<file path="src/rtl/karatsuba_pkg.sv">
// Shared types and width helpers for the sequential Karatsuba multiplier.
package karatsuba_pkg;

  localparam int unsigned DEF_N   = 16;
  localparam int unsigned HALF    = DEF_N / 2;
  localparam int unsigned SUMW    = HALF + 1;
  localparam int unsigned PRODW   = DEF_N + 2;
  localparam int unsigned STATE_W = 3;

  typedef enum logic [STATE_W-1:0] {
    IDLE    = 3'd0,
    P_HI    = 3'd1,
    P_LO    = 3'd2,
    P_MID   = 3'd3,
    COMBINE = 3'd4,
    DONE    = 3'd5
  } state_t;

endpackage

</file>
<file path="src/rtl/karatsuba_seq_ctrl_if.sv">
// Operand/result handshake bundle for karatsuba_seq_ctrl.
interface karatsuba_seq_ctrl_if #(
  parameter int unsigned N = 16
);

  logic           in_valid;
  logic           in_ready;
  logic [N-1:0]   X;
  logic [N-1:0]   Y;
  logic           out_valid;
  logic           out_ready;
  logic [2*N-1:0] Z;
  logic           busy;

  modport master (
    output in_valid, X, Y, out_ready,
    input  in_ready, out_valid, Z, busy
  );

  modport slave (
    input  in_valid, X, Y, out_ready,
    output in_ready, out_valid, Z, busy
  );

endinterface

</file>
<file path="src/rtl/kara_half_mult.sv">
// Combinational unsigned W x W -> 2W array multiplier built from ripple-carry rows.
module kara_half_mult #(
  parameter int unsigned W = 9
) (
  input  logic [W-1:0]   a,
  input  logic [W-1:0]   b,
  output logic [2*W-1:0] p
);

  localparam int unsigned PW = 2 * W;

  logic [PW-1:0] acc;
  logic [PW-1:0] row;
  logic          carry;
  logic          sum;

  // Each partial-product row is folded in through a chain of full-adder cells.
  always_comb begin
    acc   = '0;
    row   = '0;
    carry = 1'b0;
    sum   = 1'b0;
    for (int i = 0; i < int'(W); i++) begin
      row   = b[i] ? (PW'(a) << i) : '0;
      carry = 1'b0;
      for (int j = 0; j < int'(PW); j++) begin
        sum    = acc[j] ^ row[j] ^ carry;
        carry  = (acc[j] & row[j]) | (carry & (acc[j] ^ row[j]));
        acc[j] = sum;
      end
    end
    p = acc;
  end

endmodule

</file>
<file path="src/rtl/karatsuba_seq_ctrl.sv">
// Sequential N x N multiplier: one shared half-width product unit over three Karatsuba steps.
module karatsuba_seq_ctrl
  import karatsuba_pkg::*;
#(
  parameter int unsigned N = 16
) (
  input  logic                 clk,
  input  logic                 rst_n,
  karatsuba_seq_ctrl_if.slave  bus
);

  localparam int unsigned H  = N / 2;
  localparam int unsigned SW = H + 1;
  localparam int unsigned PW = N + 2;
  localparam int unsigned ZW = 2 * N;

  state_t         state;
  state_t         state_next;

  logic [N-1:0]   xr;
  logic [N-1:0]   yr;
  logic [SW-1:0]  sx;
  logic [SW-1:0]  sy;
  logic [N-1:0]   z1;
  logic [N-1:0]   z2;
  logic [PW-1:0]  z3;
  logic [ZW-1:0]  z_r;

  logic           in_ready_r;
  logic           out_valid_r;
  logic           busy_r;

  logic [SW-1:0]  pa;
  logic [SW-1:0]  pb;
  logic [PW-1:0]  prod;
  logic [PW-1:0]  mid_c;
  logic [ZW-1:0]  z_c;

  kara_half_mult #(.W(SW)) u_mult (
    .a (pa),
    .b (pb),
    .p (prod)
  );

  // Next-state and product-unit operand select.
  always_comb begin
    state_next = state;
    pa         = '0;
    pb         = '0;
    case (state)
      IDLE:    if (bus.in_valid) state_next = P_HI;
      P_HI: begin
        pa         = {1'b0, xr[N-1:H]};
        pb         = {1'b0, yr[N-1:H]};
        state_next = P_LO;
      end
      P_LO: begin
        pa         = {1'b0, xr[H-1:0]};
        pb         = {1'b0, yr[H-1:0]};
        state_next = P_MID;
      end
      P_MID: begin
        pa         = sx;
        pb         = sy;
        state_next = COMBINE;
      end
      COMBINE: state_next = DONE;
      DONE:    if (bus.out_ready) state_next = IDLE;
      default: state_next = IDLE;
    endcase
  end

  // Cross term Xh*Yl + Xl*Yh; it never goes negative, so the top bit stays zero.
  assign mid_c = z3 - PW'(z1) - PW'(z2);
  assign z_c   = {z1, N'(0)} + (ZW'(mid_c) << H) + ZW'(z2);

  // State register and status flags, registered from the next state.
  always_ff @(posedge clk) begin
    if (!rst_n) begin
      state       <= IDLE;
      in_ready_r  <= 1'b1;
      out_valid_r <= 1'b0;
      busy_r      <= 1'b0;
    end else begin
      state       <= state_next;
      in_ready_r  <= (state_next == IDLE);
      out_valid_r <= (state_next == DONE);
      busy_r      <= (state_next != IDLE);
    end
  end

  // Operand, partial-product and result registers.
  always_ff @(posedge clk) begin
    if (!rst_n) begin
      xr  <= '0;
      yr  <= '0;
      sx  <= '0;
      sy  <= '0;
      z1  <= '0;
      z2  <= '0;
      z3  <= '0;
      z_r <= '0;
    end else begin
      case (state)
        IDLE: if (bus.in_valid) begin
          xr <= bus.X;
          yr <= bus.Y;
          sx <= SW'(bus.X[N-1:H]) + SW'(bus.X[H-1:0]);
          sy <= SW'(bus.Y[N-1:H]) + SW'(bus.Y[H-1:0]);
        end
        P_HI:    z1  <= prod[N-1:0];
        P_LO:    z2  <= prod[N-1:0];
        P_MID:   z3  <= prod;
        COMBINE: z_r <= z_c;
        default: ;
      endcase
    end
  end

  assign bus.in_ready  = in_ready_r;
  assign bus.out_valid = out_valid_r;
  assign bus.busy      = busy_r;
  assign bus.Z         = z_r;

endmodule

</file>
<file path="src/flat_wrapper.sv">
// flat-port wrapper written by rule: the top's interface ports become plain ports
module karatsuba_seq_ctrl_flat import karatsuba_pkg::*;
#(
  parameter int unsigned N = 16
)
  (clk, rst_n, bus_in_valid, bus_X, bus_Y, bus_out_ready, bus_in_ready, bus_out_valid, bus_Z, bus_busy);
  karatsuba_seq_ctrl_if #(.N(N)) bus_i ();
  input  logic clk;
  input  logic rst_n;
  input wire logic [$bits(bus_i.in_valid)-1:0] bus_in_valid;
  input wire logic [$bits(bus_i.X)-1:0] bus_X;
  input wire logic [$bits(bus_i.Y)-1:0] bus_Y;
  input wire logic [$bits(bus_i.out_ready)-1:0] bus_out_ready;
  output wire logic [$bits(bus_i.in_ready)-1:0] bus_in_ready;
  output wire logic [$bits(bus_i.out_valid)-1:0] bus_out_valid;
  output wire logic [$bits(bus_i.Z)-1:0] bus_Z;
  output wire logic [$bits(bus_i.busy)-1:0] bus_busy;
  assign bus_i.in_valid = bus_in_valid;
  assign bus_i.X = bus_X;
  assign bus_i.Y = bus_Y;
  assign bus_i.out_ready = bus_out_ready;
  assign bus_in_ready = bus_i.in_ready;
  assign bus_out_valid = bus_i.out_valid;
  assign bus_Z = bus_i.Z;
  assign bus_busy = bus_i.busy;
  karatsuba_seq_ctrl #(.N(N)) u_core (.clk(clk), .rst_n(rst_n), .bus(bus_i));
endmodule
</file>
<file path="config.mk">
export PLATFORM = sky130hd
export DESIGN_NAME = karatsuba_seq_ctrl_flat
export DESIGN_NICKNAME = d
export VERILOG_FILES = /design/src/rtl/karatsuba_pkg.sv /design/src/rtl/karatsuba_seq_ctrl_if.sv /design/src/rtl/kara_half_mult.sv /design/src/rtl/karatsuba_seq_ctrl.sv /design/src/flat_wrapper.sv
export SDC_FILE = /design/constraint.sdc
export NUM_CORES = 1
export LEC_CHECK = 0
export BUFFER_PORTS_ARGS = -buffer_cell sky130_fd_sc_hd__buf_2
export CAP_MARGIN = 20
export CORE_ASPECT_RATIO = 0.8
export CORE_MARGIN = 4
export CORE_UTILIZATION = 45
export DETAILED_ROUTE_END_ITERATION = 6
export PLACE_DENSITY_LB_ADDON = 0.25
export SYNTH_ARGS = -nofsm -noshare
export SYNTH_HDL_FRONTEND = slang
export SYNTH_SLANG_ARGS = --single-unit
</file>
<file path="constraint.sdc">
create_clock -name clk -period 13.65 [get_ports clk]
set_clock_uncertainty 0.1 [all_clocks]
set_input_delay 0 -clock clk [delete_from_list [all_inputs] [get_ports clk]]
set_output_delay 0 -clock clk [all_outputs]
set_load 0.05 [all_outputs]
</file>
==> results of run 1 <==
-- layout make-up --
type | count | area (µm²)
timing repair buffer | 113 | 781
clock inverter | 12 | 161
fill | 1982 | 9700
sequential | 138 | 2760
tap | 269 | 337
multi-input combinational | 901 | 6490
clock buffer | 20 | 447
inverter | 68 | 256
-- logic make-up after synthesis --
group                      count (synthesis)
xor gates and xnor gates                  33
adders and majority gates                144
DFF                                      138
buffers and inverters                    126
AOI/OAI and AO/OA                        288
muxes                                     17
and+or+nand+nor                          419
-- cell usage in the layout, fill, tap and decap left out, types with 6 or more instances in the layout --
| cell | Yosys | final |
|---|---|---|
| nand2_1 | 209 | 209 |
| xnor2_1 | 22 | 22 |
| a21oi_1 | 131 | 131 |
| buf_4 | 0 | 7 |
| nand2b_1 | 6 | 6 |
| nand4_1 | 9 | 9 |
| a211oi_1 | 36 | 36 |
| and2_1 | 7 | 7 |
| buf_2 | 1 | 70 |
| a22o_1 | 17 | 17 |
| xor2_1 | 11 | 11 |
| fa_1 | 82 | 82 |
| clkbuf_16 | 0 | 17 |
| a21o_1 | 18 | 18 |
| nor2_1 | 122 | 121 |
| dfxtp_1 | 138 | 138 |
| mux2_2 | 17 | 17 |
| nand3_1 | 22 | 22 |
| inv_1 | 67 | 67 |
| nor3_1 | 11 | 11 |
| o21ai_0 | 39 | 39 |
| nor2b_1 | 9 | 9 |
| dlygate4sd3_1 | 0 | 35 |
| o21a_1 | 6 | 6 |
| ha_1 | 62 | 62 |
-- metal layers --
| layer | wire (µm) | GRT usage [%] | part of all wire, % |
|---|---|---|---|
| met2 | 10500 | 30.7 | 43 |
| met4 | 649 | 7.07 | 2.7 |
| met5 | 0 | 0 | 0 |
| met3 | 955 | 3.37 | 4.0 |
| met1 | 12000 | 30.7 | 50 |
-- worst max path at each step --
| stage | from | to | slack, ps | cells past startpoint |
|---|---|---|---|---|
| final | u_core.state[0] | u_core.z3[16] | 1420 | 32 |
| after global routing | u_core.state[0] | u_core.z3[16] | 940 | 32 |
| after CTS | u_core.state[0] | u_core.z3[16] | 1380 | 32 |
| after detailed placement | u_core.state[0] | u_core.z3[16] | 1400 | 32 |
| after global placement | u_core.state[0] | u_core.z3[16] | 1710 | 32 |
| after floorplan | u_core.state[0] | u_core.z3[16] | 1940 | 34 |
-- sequential cells by signal, summed over array words and instances, names as in the netlist, 3 cells and up --
register,flops
u_core.bus.Z,32
u_core.z3,18
u_core.xr,16
u_core.yr,16
u_core.z1,16
u_core.z2,16
u_core.sx,9
u_core.sy,9
u_core.state,3
-- worst max-delay path, delay by kind of cell (launching register included) --
family / cells / cell delay (ps)
buffers and inverters: 4 / 380
DFF: 1 / 750
AOI/OAI and AO/OA: 2 / 420
and+or+nand+nor: 3 / 600
adders and majority gates: 23 / 9870
-- metrics by stage --
step                setup WS, ps  utilization (%)
floorplan                   1940                -
global placement            1710             49.0
detailed placement          1400             49.0
CTS                         1380             53.5
global route                 936             53.7
finish                      1420             53.7
-- report_power, final --
part | leakage [nW] | switching (mW) | internal (mW)
Clock | 0.288 | 0.187 | 0.294
Combinational | 3.17 | 0.271 | 0.183
Sequential | 1.12 | 0.0236 | 0.428
==> out/results.tsv, run 1 <==
metric	value	unit
port bufs	70	
Post-Place Cells	1453	
synthesized net count	1345	
mean post-synth cell area	8.35	µm²
Initial DRT Pass Iterations	5	
Cell Pwr Density	123	nW/µm²
Synthesis Warnings	0	
# Post-CTS Setup Buffers	0	
DRC	0	
Final setup viols	0	
Synth Area in XOR/XNOR	2.97	%
Hold Fails Final Rpt	0	
drt total wl	24.1	mm
Critical R2R Capture	u_core.z3[16]	
initial antenna violation count	0	
R2R depth	32	
dpl cell area	10200	µm²
number of I/O pins	71	
Post-synth ARST share	0	%
layout cells sized above 1	10.9	%
hold wc startpoint	bus_Y[4]	
Total Power	1.39	mW
hold buffers post-CTS	35	
Startpoint Class	flop	
CP arrival	12460	ps
H-tree Lvls	4	
vias	8221	
Vias per Instance	5.40	
unique cell type count in the Yosys netlist	61	
Syn-to-layout area delta	15.5	%
Root Driver	clkbuf_16	
reg2reg start	u_core.state[0]	
# resized after CTS	0	
synthesized area	9720	µm²
max frequency	81.7	MHz
Synth top area share	28.4	%
EDFF count, synth	0	
Required @ worst endpoint	13880	ps
die area	24000	µm²
starting density of the core	46.4	%
most frequent CP cell	fa_1	
status	complete, no violations	
n_diodes	0	
leading area contributor after synthesis	dfxtp_1	
clk buf depth	2	
crit-path max FO	18	
Worst-path clk slew	60	ps
most frequent cell after synthesis	nand2_1	
ys flop type	dfxtp_1	
Cell Count, Final, Fillers Out	1521	
global-route wire length before repair	40.4	mm
Remaining Overflow, GRT	0	
RSZ-0062 raised after global routing	no	
final instance area	11200	µm²
sequential area share after synthesis	28.4	%
CTS tree	built	
Core ar.	20900	µm²
Slew @ Worst Pin	950	ps
worst min-delay path category	in2reg	
simple-gate share of the synthesized area	18.2	%
endpoint class of the critical path	flop	
Post-synth top cells	nand2_1, dfxtp_1, a21oi_1	
worst hold slack	267	ps
Hold EP	u_core.yr[4]	
Tmin final	12230	ps
Max-Cap Viols	0	
largest family of logic cells by synthesized area	adder cells	
#FFs+latches synth	138	
gate count after technology mapping	1165	
Compound-Gate Fraction of Synth Area	18.7	%
mux contribution to synthesized area	1.97	%
largest net degree at the start of global routing	78	
Wirelength per Cell	15.9	µm
FF-to-FF setup slack	1420	ps
area share of fa/ha/maj cells after synthesis	24.9	%
fin crit share	89.6	%
Die W	172	µm
gr usage total	20.7	%
RePlAce Congestion	0.911	
Core Rows	47	
slowest cell delay on critical path	750	ps
Pleak	4.58	nW
CTS buffer count	17	
hold path cells	4	
Post-DP HPWL	18.0	mm
worst ir drop on vdd	66.3	µV
final setup TNS	0	ps
antenna-violating nets left	0	
initial DRC count	652	
Crit Path Class	reg2reg	
vias in the first global route	7820	
clock sink count	138	
Vert. Die Dim	139	µm
Clk Latency, worst-skew pair	430	ps
Worst slew margin	35.0	%
top post-synthesis cells by area	dfxtp_1, fa_1, nand2_1	
max-slew violation count	0	
fin nets	1419	
CP max stage cell	dfxtp_1	
Note: power is estimated with default switching activity, not from simulation.
==> run 2: changes to the inputs <==
PLACE_DENSITY_LB_ADDON = default   (was 0.25)
clock period = 10.3 ns   (was 13.65 ns; I/O delays follow)
==> run 2 against run 1 <==
  * The flow now finishes with violations (negative setup slack)
  * Wire length increased by 3.9%
  * Cell count increased by 2.5%
  * Maximum frequency increased by 11%
  * Sequential power increased by 31%
  * Hold slack improved by 10 ps
  * Register-to-register slack got worse by 2200 ps
  * Worst setup slack got worse by 2200 ps
  * Sequential share of layout area decreased by 1.0 points
  * Cell area increased by 4.4%
  * Via count increased by 0.41%
==> out/results.tsv, run 2 (synthesized netlist as in run 1, its figures left out) <==
metric	value	unit
status	finished, violations left	
failing checks	negative setup slack	
most frequent cells in the layout	nand2_1, dfxtp_1, a21oi_1	
Clk Latency, worst-skew pair	430	ps
Worst slew margin	36.9	%
largest net degree at the start of global routing	79	
Core Rows	47	
FF-to-FF setup slack	-740	ps
RePlAce Congestion	0.905	
starting density of the core	46.4	%
die area	24000	µm²
Post-DP HPWL	18.7	mm
Remaining Overflow, GRT	0	
CTS buffer count	17	
max frequency	90.5	MHz
fin crit share	107	%
gr usage total	21.7	%
WP buf/inv	4	
Hold Fails Final Rpt	0	
Die W	172	µm
Crit Path Class	reg2reg	
number of I/O pins	71	
final setup margin	-744	ps
max-slew violation count	0	
clock sink count	138	
Worst-path clk slew	60	ps
Cell Pwr Density	160	nW/µm²
Final setup viols	8	
worst min-delay path category	in2reg	
Tmin final	11040	ps
RSZ-0062 raised after global routing	yes	
Total Power	1.88	mW
Syn-to-layout area delta	20.6	%
Initial DRT Pass Iterations	5	
max reg flops	32	
Startpoint Class	flop	
Required @ worst endpoint	10470	ps
area of the multi-input gates	6700	µm²
final setup TNS	-3250	ps
vias	8255	
antenna-violating nets left	0	
fin nets	1457	
worst ir drop on vdd	89.8	µV
utilization after layout	56.0	%
Vert. Die Dim	139	µm
CP delay by family, top	adder cells	
clk buf depth	2	
CTS tree	built	
Fill cells	1954	
drt total wl	25.1	mm
n_diodes	0	
most frequent CP cell	fa_2	
global-route wire length before repair	42.2	mm
most common cell after layout, fill and taps aside	nand2_1	
vias in the first global route	8081	
FF/Latch Area	2760	µm²
slowest cell delay on critical path	590	ps
layout cells sized above 1	19.2	%
Root Driver	clkbuf_16	
endpoint class of the critical path	flop	
initial antenna violation count	0	
CP max stage cell	fa_2	
CP arrival	11210	ps
Pleak	4.68	nW
crit-path max FO	5	
initial DRC count	527	
Slew @ Worst Pin	922	ps
Wirelength per Cell	16.1	µm
Vias per Instance	5.30	
DRC	0	
H-tree Lvls	4	
Max-Cap Viols	0	
Core ar.	20900	µm²
port bufs	70	
-- run 2: worst min-delay path: cells and delay by family --
kind / cells / cell delay [ps]
AOI/OAI and AO/OA: 1 / 50
and+or+nand+nor: 1 / 50
buffers and inverters: 2 / 660
-- run 2: final timing paths --
| path | cells past startpoint | start | to |
|---|---|---|---|
| setup / recovery | 32 | u_core.state[0] | u_core.z3[16] |
| hold / removal | 4 | bus_X[5] | u_core.xr[5] |
| setup reg to reg | 32 | u_core.state[0] | u_core.z3[16] |
| hold reg to reg | 2 | u_core.bus.Z[14] | u_core.bus.Z[14] |
-- run 2: cell type report --
| cell class | count | area share [%] |
|---|---|---|
| clock buffers | 20 | 3.81 |
| multi-input cells | 901 | 57.1 |
| repair buffers | 151 | 9.06 |
| well taps | 269 | 2.87 |
| flip-flops and latches | 138 | 23.6 |
| inverters | 68 | 2.19 |
| clock inverters | 12 | 1.39 |
-- run 2: power by group --
part	leakage (nW)	internal [mW]	total [mW]	switching [mW]
clock	0.292	0.390	0.640	0.250
combinational	3.26	0.260	0.644	0.384
sequential	1.12	0.568	0.594	0.0260
total	4.68	1.22	1.88	0.659
-- run 2: what timing repair did --
item / CTS / global route
setup buffers: 10 / 1
hold buffers: 35 / 0
endpoints found under the hold margin: 57 / 0
setup endpoints to repair: 8 / 11
pin swaps: 41 / 16
gates resized for setup: 24 / 13
-- run 2: through the flow --
step | instance area, µm² | worst slack (ps) | hold slack, ps | cells
after global routing | 11700 | -1040 | 277 | 1559
final | 11700 | -744 | 277 | 1559
after CTS | 11700 | -759 | 255 | 1558
after detailed placement | 10600 | -822 | 163 | 1482
after floorplan | 9850 | -803 | 36.0 | 1165
after global placement | 10600 | -714 | 159 | 1482
-- run 2: per-layer routing --
| metal | wire (µm) | GRT usage, % | part of all wire [%] |
|---|---|---|---|
| met5 | 0 | 0 | 0 |
| met2 | 10800 | 32.4 | 43 |
| met3 | 1090 | 4.34 | 4.3 |
| met4 | 125 | 2.85 | 0.50 |
| met1 | 13000 | 33.5 | 52 |
==> run 3: changes to the inputs <==
CORE_UTILIZATION = 40   (was 45)
==> run 3 against run 2 <==
  * The flow still finishes with violations (negative setup slack)
  * Clock power barely moved
  * First-iteration DRC count decreased by 19%
  * Maximum frequency grew 2.0%
  * Register-to-register slack improved by 220 ps
  * Total power about the same
  * Sequential share of layout area shrank 0.11 points
  * Combinational power is essentially flat
  * Wire length up 0.41%
  * Worst setup slack gained 220 ps
  * Critical endpoint unchanged
  * Largest power group unchanged
==> out/results.tsv, run 3 (synthesized netlist as in run 1, its figures left out) <==
metric	value	unit
number of I/O pins	71	
vias	8371	
R2R depth	32	
Syn-to-layout area delta	21.1	%
Max-Cap Viols	0	
crit path to	u_core.z3[16]	
Cell Pwr Density	159	nW/µm²
Pleak	4.68	nW
Fill cells	2269	
gr usage total	19.0	%
utilization after layout	49.8	%
Core Rows	50	
most frequent cells in the layout	nand2_1, dfxtp_1, a21oi_1	
status	finished, violations left	
port bufs	70	
Initial DRT Pass Iterations	5	
CP max stage cell	fa_2	
Root Driver	clkbuf_16	
crit-path max FO	6	
most common cell after layout, fill and taps aside	nand2_1	
final setup TNS	-1870	ps
max reg flops	32	
Final setup viols	5	
clk buf depth	2	
DRC	0	
final setup margin	-524	ps
Slew @ Worst Pin	997	ps
Clk Latency, worst-skew pair	440	ps
Worst slew margin	31.8	%
vias in the first global route	7912	
layout cells sized above 1	19.0	%
FF-to-FF setup slack	-520	ps
failing checks	negative setup slack	
initial antenna violation count	0	
most frequent CP cell	fa_2	
Hold Fails Final Rpt	0	
Critical R2R Capture	u_core.z3[16]	
Startpoint Class	flop	
H-tree Lvls	4	
starting density of the core	41.1	%
endpoint class of the critical path	flop	
Core ar.	23600	µm²
CTS buffer count	17	
Die W	182	µm
n_diodes	0	
CTS tree	built	
max frequency	92.4	MHz
fin crit share	105	%
hold path cells	4	
Post-DP HPWL	18.7	mm
reg2reg start	u_core.state[0]	
slowest cell delay on critical path	590	ps
worst ir drop on vdd	113	µV
RSZ-0062 raised after global routing	yes	
fin nets	1462	
RePlAce Congestion	0.894	
clock sink count	138	
Remaining Overflow, GRT	0	
Wirelength per Cell	15.7	µm
die area	26900	µm²
Vias per Instance	5.21	
largest net degree at the start of global routing	78	
drt total wl	25.2	mm
Crit Path Class	reg2reg	
Vert. Die Dim	147	µm
Required @ worst endpoint	10480	ps
initial DRC count	428	
Tmin final	10820	ps
crit path launch	u_core.state[0]	
global-route wire length before repair	41.9	mm
Worst-path clk slew	60	ps
worst min-delay path category	in2reg	
Total Power	1.88	mW
max-slew violation count	0	
antenna-violating nets left	0	
CP arrival	11010	ps
-- run 3: routing by layer --
metal  share of wire, %  routed length, µm  vias up  GRT usage (%)
met5                  0                  0        -              0
li1                   -                  -     4195              -
met2                 44              11000      136           28.9
met1                 51              12800     4018           28.5
met3                4.2               1060       22           3.32
met4                1.1                274        0           3.98
-- run 3: final cells by class --
type	count	area, µm²	area share (%)
Tap cell	312	390	3.31
Timing Repair Buffer	156	1090	9.26
Inverter	68	256	2.18
Clock inverter	10	144	1.22
Clock buffer	21	450	3.82
Multi-Input combinational cell	901	6680	56.7
Sequential cell	138	2760	23.5
-- run 3: worst min-delay path by stage --
| stage | start | end | slack, ps |
|---|---|---|---|
| 4_1_cts | bus_Y[13] | u_core.yr[13] | 250 |
| 3_3_place_gp | bus_Y[4] | u_core.yr[4] | 160 |
| 6_report | bus_Y[0] | u_core.yr[0] | 260 |
| 3_5_place_dp | bus_Y[4] | u_core.yr[4] | 160 |
| 2_1_floorplan | bus_X[0] | u_core.xr[0] | 40 |
| 5_1_grt | bus_X[10] | u_core.xr[10] | 250 |
-- run 3: what timing repair did --
item,in CTS,in global routing
hold endpoints to repair,57,0
pin swaps,29,5
buffers inserted,13,1
gates resized for setup,29,6
hold buffers,35,0
endpoints found under the setup margin,8,8
-- run 3: where the power goes --
group	switching (mW)	total (mW)	internal [mW]
Clock	0.252	0.639	0.387
Sequential	0.0265	0.594	0.568
Combinational	0.383	0.644	0.261
Total	0.661	1.88	1.22
-- run 3: worst max-delay path, delay by kind of cell, from the launching register on --
family                     cells  cell delay (ps)
muxes                          1              190
AOI/OAI and AO/OA              2              190
and+or+nand+nor                2              210
adders and majority gates     23             9380
buffers and inverters          4              260
DFF                            1              330
-- run 3: through the flow --
step                      hold WS, ps  cells  instance area [µm²]  setup slack [ps]
after global placement            159   1526                10600              -711
after detailed placement          163   1526                10600              -775
after floorplan                  36.0   1165                 9850              -803
after global routing              254   1606                11800              -841
after CTS                         248   1605                11700              -555
final                             262   1606                11800              -524
